--- config.mk ---
export PLATFORM = sky130hd
export DESIGN_NAME = id_ex_stage
export DESIGN_NICKNAME = d
export VERILOG_FILES = /design/src/rtl/id_ex_stage_pkg.sv /design/src/rtl/id_ex_stage_fwd_mux.sv /design/src/rtl/id_ex_stage.sv
export SDC_FILE = /design/constraint.sdc
export NUM_CORES = 1
export LEC_CHECK = 0
export ABC_AREA = 1
export BUFFER_PORTS_ARGS = -buffer_cell sky130_fd_sc_hd__buf_2
export CORE_AREA = 2 2 123 125
export DETAILED_ROUTE_END_ITERATION = 6
export DIE_AREA = 0 0 125 127
export GPL_ROUTABILITY_DRIVEN = 0
export GPL_TIMING_DRIVEN = 0
export PLACE_DENSITY = 0.76
export RECOVER_POWER = 100
export SLEW_MARGIN = 20
export SYNTH_ARGS = -nofsm -noshare
export SYNTH_HDL_FRONTEND = slang
export SYNTH_SLANG_ARGS = --single-unit
--- constraint.sdc ---
create_clock -name Clk -period 4.1 [get_ports Clk]
set_clock_uncertainty 0.05 [all_clocks]
set_input_delay 0.205 -clock Clk [delete_from_list [all_inputs] [get_ports Clk]]
set_output_delay 0.205 -clock Clk [all_outputs]
set_load 0.01 [all_outputs]
--- src/rtl/id_ex_stage_pkg.sv ---
// Shared pipeline definitions for the ID/EX stage: widths, ALU operation
// codes, the registered EX slot layout and the bubble constant.
package id_ex_stage_pkg;

  localparam int DATA_W = 32;
  localparam int REG_W  = 5;

  typedef enum logic [3:0] {
    ALU_ADD = 4'b0000,
    ALU_SUB = 4'b0001,
    ALU_MUL = 4'b0010,
    ALU_AND = 4'b0011,
    ALU_OR  = 4'b0100
  } alu_ctl_e;

  // Everything the ID/EX register holds for one instruction.
  typedef struct packed {
    logic              valid;
    logic [DATA_W-1:0] readData1;
    logic [DATA_W-1:0] readData2;
    logic [DATA_W-1:0] signExtImm;
    logic [REG_W-1:0]  rs;
    logic [REG_W-1:0]  rt;
    logic [REG_W-1:0]  rd;
    logic [3:0]        aluControl;
    logic              aluSrc;
    logic              regDst;
    logic              regWrite;
    logic              memRead;
    logic              memWrite;
    logic              memToReg;
  } id_ex_t;

  // A bubble is an all-zero slot: invalid, no writes, ALU add, zero data.
  localparam id_ex_t BUBBLE = '0;

  // True when a nonzero producer index feeds one of the decode sources.
  function automatic logic srcMatch(input logic [REG_W-1:0] idx,
                                    input logic [REG_W-1:0] rs,
                                    input logic [REG_W-1:0] rt,
                                    input logic             usesRt);
    return (idx != '0) && ((idx == rs) || (usesRt && (idx == rt)));
  endfunction

endpackage

--- src/rtl/id_ex_stage_fwd_mux.sv ---
// Three-way priority operand select: EX/MEM result, then MEM/WB data, then
// the register-file value. Register $0 is never forwarded.
// Only present when ID_EX_FORWARD_EN is defined.
`ifdef ID_EX_FORWARD_EN
module fwd_mux
  import id_ex_stage_pkg::*;
(
  input  logic              memRegWrite_i,
  input  logic [REG_W-1:0]  memRd_i,
  input  logic [DATA_W-1:0] memData_i,
  input  logic              wbRegWrite_i,
  input  logic [REG_W-1:0]  wbRd_i,
  input  logic [DATA_W-1:0] wbData_i,
  input  logic [REG_W-1:0]  srcReg_i,
  input  logic [DATA_W-1:0] regData_i,
  output logic [DATA_W-1:0] operand_o
);

  // The younger producer (MEM) wins when both stages write the same register.
  always_comb begin
    operand_o = regData_i;
    if (memRegWrite_i && (memRd_i != '0) && (memRd_i == srcReg_i)) begin
      operand_o = memData_i;
    end else if (wbRegWrite_i && (wbRd_i != '0) && (wbRd_i == srcReg_i)) begin
      operand_o = wbData_i;
    end
  end

endmodule
`endif

--- src/rtl/id_ex_stage.sv ---
// ID/EX pipeline register with operand selection and hazard detection.
// Captures decoded operands/control, inserts bubbles on flush or hazard,
// and hands the ALU its final operands and operation code.
// Build option: ID_EX_FORWARD_EN enables MEM/WB forwarding; without it the
// stage stalls on every read-after-write hazard instead.
// Reset is asynchronous and active-low.
module id_ex_stage
  import id_ex_stage_pkg::*;
(
  input  logic              Clk,
  input  logic              Reset,
  input  logic              ID_Valid,
  input  logic [DATA_W-1:0] ID_ReadData1,
  input  logic [DATA_W-1:0] ID_ReadData2,
  input  logic [DATA_W-1:0] ID_SignExtImm,
  input  logic [REG_W-1:0]  ID_Rs,
  input  logic [REG_W-1:0]  ID_Rt,
  input  logic [REG_W-1:0]  ID_Rd,
  input  logic              ID_UsesRt,
  input  logic [3:0]        ID_ALUControl,
  input  logic              ID_ALUSrc,
  input  logic              ID_RegDst,
  input  logic              ID_RegWrite,
  input  logic              ID_MemRead,
  input  logic              ID_MemWrite,
  input  logic              ID_MemToReg,
  input  logic              Flush,
  input  logic              HoldIn,
  input  logic              MEM_RegWrite,
  input  logic [REG_W-1:0]  MEM_Rd,
  input  logic [DATA_W-1:0] MEM_ALUResult,
  input  logic              WB_RegWrite,
  input  logic [REG_W-1:0]  WB_Rd,
  input  logic [DATA_W-1:0] WB_Data,
  output logic              StallOut,
  output logic [DATA_W-1:0] ALU_A,
  output logic [DATA_W-1:0] ALU_B,
  output logic [3:0]        ALUControl,
  output logic [DATA_W-1:0] EX_StoreData,
  output logic [REG_W-1:0]  EX_DestReg,
  output logic              EX_Valid,
  output logic              EX_RegWrite,
  output logic              EX_MemRead,
  output logic              EX_MemWrite,
  output logic              EX_MemToReg
);

  id_ex_t            exSlot_q;
  id_ex_t            exSlot_d;
  id_ex_t            idSlot;
  logic              loadUse;
  logic [REG_W-1:0]  exDestReg;
  logic [DATA_W-1:0] operandA;
  logic [DATA_W-1:0] storeData;

  assign idSlot = '{
    valid:      ID_Valid,
    readData1:  ID_ReadData1,
    readData2:  ID_ReadData2,
    signExtImm: ID_SignExtImm,
    rs:         ID_Rs,
    rt:         ID_Rt,
    rd:         ID_Rd,
    aluControl: ID_ALUControl,
    aluSrc:     ID_ALUSrc,
    regDst:     ID_RegDst,
    regWrite:   ID_RegWrite,
    memRead:    ID_MemRead,
    memWrite:   ID_MemWrite,
    memToReg:   ID_MemToReg
  };

  assign exDestReg = exSlot_q.regDst ? exSlot_q.rd : exSlot_q.rt;

`ifdef ID_EX_FORWARD_EN
  // With forwarding only a load in EX can't supply its result in time.
  assign loadUse = ID_Valid & exSlot_q.valid & exSlot_q.memRead &
                   srcMatch(exSlot_q.rt, ID_Rs, ID_Rt, ID_UsesRt);

  fwd_mux uFwdRs (
    .memRegWrite_i (MEM_RegWrite),
    .memRd_i       (MEM_Rd),
    .memData_i     (MEM_ALUResult),
    .wbRegWrite_i  (WB_RegWrite),
    .wbRd_i        (WB_Rd),
    .wbData_i      (WB_Data),
    .srcReg_i      (exSlot_q.rs),
    .regData_i     (exSlot_q.readData1),
    .operand_o     (operandA)
  );

  fwd_mux uFwdRt (
    .memRegWrite_i (MEM_RegWrite),
    .memRd_i       (MEM_Rd),
    .memData_i     (MEM_ALUResult),
    .wbRegWrite_i  (WB_RegWrite),
    .wbRd_i        (WB_Rd),
    .wbData_i      (WB_Data),
    .srcReg_i      (exSlot_q.rt),
    .regData_i     (exSlot_q.readData2),
    .operand_o     (storeData)
  );
`else
  logic unusedFwdPorts;

  // Without forwarding, any pending write in EX or MEM to a source must
  // drain; WB is covered because the register file writes before reading.
  assign loadUse = ID_Valid &
                   ((exSlot_q.valid & exSlot_q.regWrite &
                     srcMatch(exDestReg, ID_Rs, ID_Rt, ID_UsesRt)) |
                    (MEM_RegWrite & srcMatch(MEM_Rd, ID_Rs, ID_Rt, ID_UsesRt)));

  assign operandA       = exSlot_q.readData1;
  assign storeData      = exSlot_q.readData2;
  assign unusedFwdPorts = ^{MEM_ALUResult, WB_RegWrite, WB_Rd, WB_Data};
`endif

  // Stall is suppressed by flush (the stalled slot is being squashed) and
  // forced low while reset is held.
  assign StallOut = Reset & (loadUse | HoldIn) & ~Flush;

  // Next slot by priority: flush bubble, hold, hazard bubble, normal capture.
  always_comb begin
    exSlot_d = exSlot_q;
    if (Flush) begin
      exSlot_d = BUBBLE;
    end else if (HoldIn) begin
      exSlot_d = exSlot_q;
    end else if (loadUse) begin
      exSlot_d = BUBBLE;
    end else begin
      exSlot_d = idSlot;
    end
  end

  // The pipeline register itself; reset discards whatever was held.
  always_ff @(posedge Clk or negedge Reset) begin
    if (!Reset) begin
      exSlot_q <= BUBBLE;
    end else begin
      exSlot_q <= exSlot_d;
    end
  end

  assign ALU_A        = operandA;
  assign EX_StoreData = storeData;
  assign ALU_B        = exSlot_q.aluSrc ? exSlot_q.signExtImm : storeData;
  assign ALUControl   = exSlot_q.aluControl;
  assign EX_DestReg   = exDestReg;
  assign EX_Valid     = exSlot_q.valid;
  assign EX_RegWrite  = exSlot_q.regWrite;
  assign EX_MemRead   = exSlot_q.memRead;
  assign EX_MemWrite  = exSlot_q.memWrite;
  assign EX_MemToReg  = exSlot_q.memToReg;

endmodule

==> results of run 1 <==
## routing by layer
metal | vias to the layer above | part of all wire [%]
met5 | - | 0
met4 | 0 | 3.9
met3 | 65 | 5.8
met2 | 268 | 49
met1 | 2966 | 41
li1 | 3034 | -
## flip-flops by register name, indices dropped and copies added, names as in the netlist
register / cells
ALU_A: 32
EX_MemRead: 1
EX_RegWrite: 1
ALUControl: 4
exSlot_q: 44
EX_Valid: 1
EX_MemToReg: 1
EX_MemWrite: 1
EX_StoreData: 32
## critical path: stages (launching register included)
cell,delay (ns)
dfrtp_1,0.35
clkbuf_1,0.40
nand2_1,0.18
nand2_1,0.21
nand2_1,0.07
nand2_1,0.06
nor2_1,0.04
nand3_1,0.05
nand2_1,0.06
nand2_1,0.07
nand2_2,0.05
nand2_1,0.34
buf_2,0.31
a21oi_1,0.09
clkbuf_1,0.13
## worst max-delay path by stage
stage / start / end / slack (ns) / depth (start not counted)
finish: exSlot_q[4] / StallOut / 1.01 / 14
global route: exSlot_q[4] / StallOut / 0.78 / 13
CTS: exSlot_q[5] / ALU_B[5] / 1.55 / 4
detailed placement: HoldIn / EX_StoreData[7] / 1.63 / 7
global placement: Reset / StallOut / 1.16 / 4
floorplan: exSlot_q[4] / StallOut / 2.25 / 13
## stage by stage
| step | cell area [um2] | std cells | hold slack, ns | power (W) |
|---|---|---|---|---|
| after floorplan | 6070 | 733 | -0.141 | 0.00153 |
| after global placement | 7510 | 1160 | 0.377 | 0.00175 |
| after detailed placement | 7550 | 1161 | 0.158 | 0.00176 |
| after CTS | 9280 | 1305 | 0.0188 | 0.00336 |
| after global routing | 9080 | 1306 | 0.0390 | 0.00346 |
| final | 9080 | 1306 | 0.0361 | 0.00333 |
## layout make-up
type	count	area [um2]
diodes	1	2.50
plain buffers	109	692
clock buffers	19	453
clock inverters	13	156
fillers	1208	5340
inverters	27	101
multi-input cells	480	2270
flip-flops and latches	117	2930
well taps	184	230
repair buffers	356	2250
## power by group
part / internal (W) / total (W) / switching, W
registers: 0.00122 / 0.00127 / 0.0000438
logic: 0.000271 / 0.000550 / 0.000279
clock network: 0.000984 / 0.00151 / 0.000529
## logic make-up (layout without fill, tap and decap cells)
group | count (synthesis) | after routing | synth area share [%]
other | 0 | 1 | 0
and+or+nand+nor | 433 | 433 | 30.8
buffers and inverters | 136 | 524 | 13.4
DFF | 117 | 117 | 48.3
xor gates and xnor gates | 4 | 4 | 0.578
muxes | 32 | 32 | 5.94
AOI/OAI and AO/OA | 11 | 11 | 0.990
## cells in the final DEF, fill, tap and decap left out, types with 3 or more instances in the layout
| cell type | n |
|---|---|
| dfrtp_1 | 117 |
| buf_2 | 143 |
| buf_6 | 3 |
| a21oi_1 | 5 |
| clkinv_4 | 3 |
| nand3_1 | 133 |
| dlygate4sd3_1 | 112 |
| o21ai_0 | 3 |
| mux2_2 | 32 |
| nand2_2 | 3 |
| nand2_1 | 283 |
| buf_4 | 60 |
| inv_1 | 25 |
| clkinv_2 | 5 |
| clkbuf_4 | 8 |
| clkbuf_1 | 135 |
| nor2_1 | 11 |
| clkbuf_16 | 17 |
| bufinv_16 | 3 |
==> reports/metrics.csv, run 1 <==
stage,metric,value,unit
status,outcome,"finished, final reports clean",
critical_path,reg2reg_to,EX_StoreData[19],
global_route,use_met1,31.0,%
timing,fin_ws,1.01,ns
floorplan,die_height,127,um
timing,setup_viol,0,
placement,place_hpwl,12900,um
global_route,gr-usage-met3,5.11,%
critical_path,critPathArrivalTime,2.83,ns
layout,nets,1311,
placement,portBuffers,243,
synthesis,ys_ff_latch,117,
power_and_ir_drop,power.leakage,4.91,nW
timing,relSlewSlack,31.8,%
synthesis,synthesis.area,0.00607,mm2
critical_path,r2r_cells,15,
clock_tree,clock_latency,0.40,ns
synthesis,synthTopCellsByArea,"dfrtp_1 (48%), nand2_1 (17%), nand3_1 (10%)",
worst_hold_path,worstHoldEndpoint,exSlot_q[18],
clock_tree,root_buffer,clkbuf_16,
timing,min_period_over_period,75.3,%
layout,drive_gt1_share,25.6,%
clock_tree,ctsResizeCount,0,
floorplan,core_area,0.0144,mm2
synthesis,ys.flop_type,dfrtp_1,
route,wl_per_cell,15.4,um
global_route,first_global_vias,6268,
layout,fin_util,63.0,%
clock_tree,clk_pin_slew_worst_paths,0.05,ns
synthesis,async_reset_ff_share,100,%
synthesis,ys_top_cells_by_count,"nand2_1 (279), nand3_1 (125), dfrtp_1 (117)",
critical_path,worst_setup_path_start_kind,flip-flop,
global_route,track_usage,25.2,%
timing,rsz0062_at_grt,no,
timing,tightest_slew,1.02,ns
synthesis,syn_nets,936,
clock_tree,postCtsSetupRepairBufs,0,
route,drc,0,
clock_tree,cts-hold-fix-buffers,112,
synthesis,syn_inst,733,
clock_tree,clockBufferDepth,2,
synthesis,yosysTopAreaCell,dfrtp_1,
global_route,busiest_layer,met2,
timing,clock.fmax,324,MHz
route,detail_route.first_pass.iterations,5,
placement,pre_cts_ws,1.63,ns
flow_run,max_cap_violations,0,
route,vias,6333,
critical_path,r2r_start,exSlot_q[4],
floorplan,rows,44,
synthesis,yosysMostFrequentCell,nand2_1,
power_and_ir_drop,ir_drop,255,uV
global_route,grt_pass1_wl,31800,um
global_route,grt_max_degree,63,
synthesis,ys_warn_count,0,
timing,hold_viol,0,
route,drt_iter0_markers,438,
floorplan,dieWidth,125,um
worst_hold_path,hp-start,ID_Rt[3],
critical_path,crit_path_end_kind,primary output,
route,routed_via_density,4.85,
route,ant_nets,0,
worst_hold_path,worstHoldPathCells,3,
clock_tree,cts_max_level,4,
critical_path,worst-r2r-setup-slack,1.11,ns
global_route,antenna_found_initial,1,
global_route,grt_util_met2,42.0,%
route,wl,20100,um
worst_hold_path,hold_path.class,in2reg,
global_route,overflow,0,
synthesis,synth_top_area_share,48.3,%
floorplan,dieArea,0.0159,mm2
critical_path,path_max_fanout,10,
synthesis,ys_seq_area_share,48.3,%
layout,synthToLayoutAreaGrowth,49.7,%
timing,setup_tns,0,ns
clock_tree,cts_sinks,117,
timing,min_period,3.09,ns
synthesis,avgSynthCellArea,8.28,um2
floorplan,ioPinCount,314,
clock_tree,numCtsBuffers,17,
critical_path,crit_type,reg2out,
synthesis,synth_edf_count,0,
critical_path,required,3.85,ns
synthesis,synth_cell_types,24,
power_and_ir_drop,p_per_area,367,mW/mm2
clock_tree,cts_tree,done,
floorplan,start_util,42.1,%
timing,slew_viol_final,0,
Note: power is estimated with default switching activity, not from simulation.
==> run 2, diff against run 1 <==
--- a/config.mk
+++ b/config.mk
@@ -7,12 +7,12 @@
 export LEC_CHECK = 0
 export ABC_AREA = 1
 export BUFFER_PORTS_ARGS = -buffer_cell sky130_fd_sc_hd__buf_2
-export CORE_AREA = 2 2 123 125
+export CORE_MARGIN = 1.5
+export CORE_UTILIZATION = 41
 export DETAILED_ROUTE_END_ITERATION = 6
-export DIE_AREA = 0 0 125 127
 export GPL_ROUTABILITY_DRIVEN = 0
 export GPL_TIMING_DRIVEN = 0
-export PLACE_DENSITY = 0.76
+export PLACE_DENSITY = 0.77
 export RECOVER_POWER = 100
 export SLEW_MARGIN = 20
 export SYNTH_ARGS = -nofsm -noshare
==> constraint.sdc (replaced) <==
create_clock -name Clk -period 2.7 [get_ports Clk]
set_clock_uncertainty 0.05 [all_clocks]
set_input_delay 0.135 -clock Clk [delete_from_list [all_inputs] [get_ports Clk]]
set_output_delay 0.135 -clock Clk [all_outputs]
set_load 0.01 [all_outputs]
==> run 2 against run 1 <==
Effect of this change: hold slack improved by 0.14 ns; largest cell class unchanged; non-clock buffer count rose by 6; cell count grew 0.23%.
==> reports/metrics.csv, run 2 (synthesis gave the netlist of run 1 again) <==
stage,metric,value,unit,change
route,routed_via_density,5.01,,+3.3%
layout,regMostFlops,exSlot_q,,
timing,tightest_slew,0.966,ns,-0.0534 ns
power_and_ir_drop,power.leakage,4.93,nW,+0.45%
route,vias,6558,,+3.6%
floorplan,ioPinCount,314,,unchanged
layout,multiInputGateArea,0.00229,mm2,+0.83%
clock_tree,clock_latency,0.41,ns,about the same
floorplan,rows,44,,unchanged
flow_run,max_cap_violations,0,,unchanged
critical_path,path_max_fanout,10,,unchanged
global_route,track_usage,26.8,%,+1.7 points
critical_path,r2r_start,exSlot_q[4],,
placement,place_hpwl,12600,um,-2.3%
layout,drive_gt1_share,25.5,%,-0.068 points
critical_path,path_common_cell,nand2_1,,
route,ant_nets,0,,unchanged
critical_path,critPathLaunch,exSlot_q[4],,
worst_hold_path,worstHoldPathCells,6,,+3
critical_path,worst_path_max_delay_cell,dfrtp_1,,
clock_tree,clockBufferDepth,2,,unchanged
floorplan,dieWidth,125,um,-0.28%
layout,regArea,0.00293,mm2,unchanged
worst_hold_path,hold_path.class,in2reg,,
route,drc,0,,unchanged
timing,clock.fmax,394,MHz,
power_and_ir_drop,p_per_area,564,mW/mm2,+54%
layout,final_cell_area,0.00915,mm2,+0.74%
route,wl,20900,um,+4.1%
layout,nets,1317,,+0.46%
floorplan,die_height,125,um,-1.9%
floorplan,start_util,41.9,%,-0.16 points
clock_tree,cts_max_level,4,,unchanged
critical_path,cp_top_family,simple AND/OR/NAND/NOR gates,,
floorplan,core_area,0.0145,mm2,+0.38%
clock_tree,clk_pin_slew_worst_paths,0.05,ns,about the same
critical_path,r2r_cells,15,,unchanged
status,outcome,"finished, final reports clean",,
route,wl_per_cell,16.0,um,+3.8%
critical_path,worst-r2r-setup-slack,0.29,ns,-0.82 ns
clock_tree,numCtsBuffers,17,,unchanged
layout,final_cell_mix,"nand2_1 (279), buf_2 (140), clkbuf_1 (136)",,
timing,setup_tns,0,ns,unchanged
critical_path,worst_path_largest_cell_delay,0.39,ns,about the same
timing,min_period_over_period,94.0,%,
route,detail_route.first_pass.iterations,5,,unchanged
placement,portBuffers,243,,unchanged
placement,postPlaceCellArea,0.00755,mm2,unchanged
critical_path,crit_path_end_kind,primary output,,
clock_tree,postCtsSetupRepairBufs,0,,unchanged
worst_hold_path,worstHoldEndpoint,EX_Valid,,
power_and_ir_drop,total_power,0.00516,W,+55%
global_route,first_global_vias,6688,,+6.7%
power_and_ir_drop,ir_drop,379,uV,+48%
layout,synthToLayoutAreaGrowth,50.8,%,
worst_hold_path,hp-start,MEM_RegWrite,,
clock_tree,cts_sinks,117,,unchanged
clock_tree,root_buffer,clkbuf_16,,
floorplan,dieArea,0.0155,mm2,-2.1%
critical_path,critPathArrivalTime,2.35,ns,-0.48 ns
layout,largest_reg_flops,44,,unchanged
timing,rsz0062_at_grt,no,,
global_route,overflow,0,,unchanged
global_route,antenna_found_initial,0,,-1
layout,fin_util,63.2,%,+0.23 points
critical_path,worst-path-buf-inv,3,,unchanged
clock_tree,cts_tree,done,,
timing,relSlewSlack,35.3,%,+3.6 points
timing,setup_viol,0,,unchanged
critical_path,worst_setup_path_start_kind,flip-flop,,
critical_path,required,2.52,ns,-1.33 ns
layout,final_common_cell,nand2_1,,
timing,min_period,2.54,ns,
critical_path,reg2reg_to,EX_StoreData[17],,
route,drt_iter0_markers,386,,-12%
global_route,grt_pass1_wl,33100,um,+4.2%
critical_path,path_cells,buf_4 > nand2_2 > nand2_1 > nand2_1 > nand2_1 > nor2_1 > nand3_1 > nand2_1 > nand2_1 > nand2_2 > nand2_4 > buf_2 > a21oi_2 > clkbuf_2,,
placement,pre_cts_ws,0.417,ns,-1.22 ns
timing,slew_viol_final,0,,unchanged
timing,fin_ws,0.161,ns,-0.852 ns
timing,hold_viol,0,,unchanged
layout,fill_cells,1234,,+2.2%
global_route,grt_max_degree,67,,+6.3%
critical_path,crit_type,reg2out,,
==> run 2: cell types whose count changed in the layout (fill, tap and decap cells not counted), sizes merged <==
cell         delta
clkbuf          +3
clkinv          -6
dlygate4sd3     +6
clkinvlp        +1
bufinv          +1
buf             -2
==> run 2: worst reg2reg max path: stages, from the launching register on <==
cell      delay [ns]
dfrtp_1         0.39
inv_2           0.14
nand2_1         0.12
nand2_2         0.12
nand2_1         0.06
nand2_1         0.05
nor2_1          0.05
nand3_1         0.06
nand2_1         0.06
nand2_1         0.07
nand2_2         0.07
nand2_4         0.14
clkbuf_1        0.39
clkbuf_2        0.35
nand3_1         0.14
nand2_1         0.09
==> run 2: report_power, final <==
group	total (W)	internal [W]	switching, W
Sequential	0.00192	0.00186	0.0000679
Clock	0.00239	0.00160	0.000789
Combinational	0.000850	0.000417	0.000434
Total	0.00516	0.00387	0.00129
==> run 2: area by class of cell <==
class                           instances  area share (%)
Sequential cell                       117            32.0
Timing Repair Buffer                  362            25.2
Multi-Input combinational cell        480            25.0
Buffer                                109            7.36
Clock buffer                           20            5.10
Tap cell                              184            2.52
Clock inverter                          9            1.67
Inverter                               27            1.11
Antenna cell                            1          0.0274
==> run 2: routing by layer <==
metal  vias up  track usage [%]  share of wire [%]
met5         -                0                  0
met4         0             15.8                4.5
met3        90             5.50                5.5
met2       321             45.2                 50
met1      3108             31.6                 40
li1       3039                -                  -
==> run 2: worst max path at each step <==
stage                       endpoint  slack, ns  depth (start not counted)
floorplan                   StallOut       0.92                         13
global placement            StallOut      -0.17                          4
detailed placement  EX_StoreData[22]       0.42                          6
CTS                         StallOut       0.14                         14
global route                StallOut      0.009                         14
finish                      StallOut       0.16                         14
==> run 2: through the flow <==
step,hold WS (ns),cells
after floorplan,-0.211,733
after global placement,0.307,1160
after detailed placement,0.0720,1161
after CTS,0.142,1308
after global routing,0.196,1308
final,0.178,1309
==> run 2: timing repair <==
item | CTS | global route
resized for setup | 0 | 1
hold endpoints to repair | 169 | 0
setup endpoints to repair | 0 | 1
hold buffers | 118 | 0
==> run 3, diff against run 2 <==
--- a/config.mk
+++ b/config.mk
@@ -5,14 +5,14 @@
 export SDC_FILE = /design/constraint.sdc
 export NUM_CORES = 1
 export LEC_CHECK = 0
-export ABC_AREA = 1
 export BUFFER_PORTS_ARGS = -buffer_cell sky130_fd_sc_hd__buf_2
+export CORE_ASPECT_RATIO = 0.7
 export CORE_MARGIN = 1.5
-export CORE_UTILIZATION = 41
+export CORE_UTILIZATION = 43
 export DETAILED_ROUTE_END_ITERATION = 6
 export GPL_ROUTABILITY_DRIVEN = 0
 export GPL_TIMING_DRIVEN = 0
-export PLACE_DENSITY = 0.77
+export PLACE_DENSITY = 0.78
 export RECOVER_POWER = 100
 export SLEW_MARGIN = 20
 export SYNTH_ARGS = -nofsm -noshare
==> run 3 against run 2 <==
Effect of this change: synthesized area grew 12%; clock-buffer cell count grew 1; combinational power grew 11%; critical path depth shrank 6; largest cell class unchanged.
==> reports/metrics.csv, run 3 <==
stage,metric,value,unit,change
status,outcome,"finished, final reports clean",,
route,drt_iter0_markers,361,,-6.5%
global_route,grt_pass1_wl,33900,um,+2.2%
placement,portBuffers,243,,unchanged
timing,hold_viol,0,,unchanged
timing,relSlewSlack,13.6,%,-22 points
worst_hold_path,hold_path.class,in2reg,,
timing,rsz0062_at_grt,no,,
synthesis,ys.flop_type,dfrtp_1,,
synthesis,yosys.area_share.simple,11.6,%,-19 points
route,detail_route.first_pass.iterations,4,,-1
clock_tree,clock_latency,0.40,ns,about the same
power_and_ir_drop,ir_drop,370,uV,-2.3%
flow_run,max_cap_violations,0,,unchanged
layout,largest_reg_flops,44,,unchanged
layout,regMostFlops,exSlot_q,,
timing,setup_tns,0,ns,unchanged
synthesis,synth_top_area_share,42.9,%,-5.3 points
route,wl_met3,1160,um,+0.26%
layout,nets,1266,,-3.9%
clock_tree,cts_max_level,4,,unchanged
placement,placed_cells,1126,,-3.0%
route,wl_per_cell,17.0,um,+6.7%
global_route,track_usage,26.1,%,-0.75 points
timing,setup_viol,0,,unchanged
route,vias,6404,,-2.3%
route,wl_met2,10600,um,+2.2%
synthesis,ys_warn_count,0,,unchanged
clock_tree,cts_tree,done,,
power_and_ir_drop,power.leakage,4.37,nW,-11%
synthesis,syn_nets,885,,-5.4%
clock_tree,clockBufferDepth,2,,unchanged
critical_path,path_max_fanout,8,,-2
layout,fin_cells,1276,,-2.5%
clock_tree,numCtsBuffers,17,,unchanged
layout,final_common_cell,buf_2,,
critical_path,worst_setup_path_start_kind,flip-flop,,
floorplan,dieWidth,154,um,+23%
global_route,antenna_found_initial,1,,+1
synthesis,muxShareOfSynthArea,6.18,%,+0.24 points
layout,fin_util,62.3,%,-0.89 points
timing,hold_slack,0.0902,ns,-0.0875 ns
worst_hold_path,worstHoldEndpoint,EX_Valid,,
global_route,grt_max_degree,71,,+6.0%
layout,multiInputGateArea,0.00269,mm2,+17%
synthesis,avgSynthCellArea,10.0,um2,+21%
synthesis,yosysMostFrequentCell,nand2_1,,
route,drc,0,,unchanged
synthesis,synth_top_family_by_area,compound AO/OA/AOI/OAI gates,,
timing,min_period,2.53,ns,-0.00968 ns
critical_path,critPathArrivalTime,2.34,ns,about the same
critical_path,reg2reg_to,EX_StoreData[15],,
timing,min_period_over_period,93.7,%,-0.36 points
synthesis,ys_top_cells_by_count,"nand2_1 (122), dfrtp_1 (117), buf_4 (77)",,
synthesis,synth-compound-area-share,22.6,%,+22 points
critical_path,cp_top_family,compound AO/OA/AOI/OAI gates,,
worst_hold_path,hp-start,ID_Valid,,
critical_path,crit_path_end_kind,primary output,,
global_route,first_global_vias,6471,,-3.2%
layout,regArea,0.00293,mm2,unchanged
layout,final_cell_mix,"buf_2 (152), clkbuf_1 (125), nand2_1 (123)",,
floorplan,core_area,0.0155,mm2,+7.1%
layout,synthToLayoutAreaGrowth,41.5,%,
timing,clock.fmax,395,MHz,+0.38%
timing,tightest_slew,1.30,ns,+0.329 ns
synthesis,ys_ff_latch,117,,unchanged
critical_path,crit_type,reg2out,,
floorplan,rows,38,,-14%
critical_path,path_cells,buf_6 > mux2i_1 > xor2_1 > nand4_1 > o22a_1 > o21ai_4 > and3b_1 > buf_2,,
synthesis,synthesis.area,0.00682,mm2,+12%
route,highest_layer,met4,,
floorplan,start_util,44.0,%,+2.1 points
timing,slew_viol_final,0,,unchanged
floorplan,die_height,108,um,-13%
clock_tree,root_buffer,clkbuf_16,,
floorplan,ioPinCount,314,,unchanged
layout,drive_gt1_share,30.3,%,+4.8 points
critical_path,r2r_cells,9,,-6
route,routed_via_density,5.02,,+0.18%
critical_path,required,2.52,ns,about the same
synthesis,synthTopCellsByArea,"dfrtp_1 (43%), o211ai_2 (11%), buf_4 (8.5%)",,
route,route.layer.met1.wl,9670,um,+15%
synthesis,synth_xor_area_share,2.57,%,+2.0 points
synthesis,syn_inst,682,,-7.0%
route,wl,21800,um,+4.0%
worst_hold_path,worstHoldPathCells,5,,-1
synthesis,async_reset_ff_share,100,%,unchanged
critical_path,r2r_start,exSlot_q[4],,
route,ant_nets,0,,unchanged
critical_path,worst_path_largest_cell_delay,0.39,ns,about the same
floorplan,dieArea,0.0166,mm2,+7.1%
power_and_ir_drop,p_per_area,520,mW/mm2,-7.8%
clock_tree,cts_sinks,117,,unchanged
synthesis,ys_seq_area_share,42.9,%,-5.3 points
layout,fill_cells,1327,,+7.5%
synthesis,yosysTopAreaCell,dfrtp_1,,
critical_path,worst_path_max_delay_cell,mux2i_1,,
synthesis,synthAdderAreaFrac,0,%,unchanged
critical_path,worst-r2r-setup-slack,0.23,ns,-0.06 ns
placement,place_hpwl,14300,um,+13%
synthesis,synth_cell_types,37,,+54%
critical_path,worst-path-buf-inv,2,,-1
synthesis,synth_edf_count,0,,unchanged
clock_tree,clk_pin_slew_worst_paths,0.06,ns,about the same
critical_path,critPathLaunch,exSlot_q[4],,
global_route,overflow,0,,unchanged
run 3: worst max path at each step:
stage | endpoint | slack (ns) | cells past startpoint
after floorplan | EX_StoreData[0] | 0.74 | 9
after global placement | StallOut | -0.24 | 3
after detailed placement | ALU_A[13] | 0.30 | 8
after CTS | StallOut | 0.008 | 8
after global routing | StallOut | 0.06 | 8
final | StallOut | 0.17 | 8
run 3: layer usage:
layer / vias to the layer above / track usage [%]
met5: - / 0
met4: 0 / 7.77
met3: 33 / 5.85
met2: 229 / 44.1
met1: 3099 / 33.7
li1: 3043 / -
run 3: layout make-up:
cell class              instances  share of cell area, %
inverters                       6                  0.233
flip-flops and latches        117                   30.3
well taps                     200                   2.59
diodes                          1                 0.0259
clock inverters                10                   1.11
repair buffers                362                   23.9
clock buffers                  21                   4.67
plain buffers                 127                   9.29
multi-input cells             432                   27.8
run 3: repair_timing:
item                       4_1_cts  5_1_grt
hold buffers                   117        0
hold endpoints to repair       163        0
resized for setup                3        2
setup buffers                    0        1
setup endpoints to repair        1        1
pin swaps                        0        1
run 3: through the flow:
step                      area (um2)  setup WS (ns)  total power, W
after floorplan                 6820          0.739         0.00244
after global placement          8290         -0.243         0.00279
after detailed placement        8320          0.296         0.00281
after CTS                      10100        0.00825         0.00512
after global routing            9650         0.0567         0.00523
final                           9650          0.171         0.00502
run 3: kinds of logic after synthesis:
group,after synthesis
AOI/OAI and AO/OA,199
and+or+nand+nor,176
buffers and inverters,133
DFF,117
muxes,37
xor gates and xnor gates,20
run 3: where the power goes:
group          total, W  internal, W  switching [W]
clock network   0.00216      0.00137       0.000792
logic          0.000945     0.000473       0.000472
registers       0.00192      0.00185      0.0000657
run 3: worst reg2reg max path: stages, from the launching register on:
cell	delay, ns
dfrtp_1	0.34
buf_6	0.17
mux2i_1	0.39
xor2_1	0.19
nand4_1	0.10
o22a_1	0.27
buf_6	0.17
clkbuf_2	0.25
o211ai_1	0.28
a21oi_1	0.11
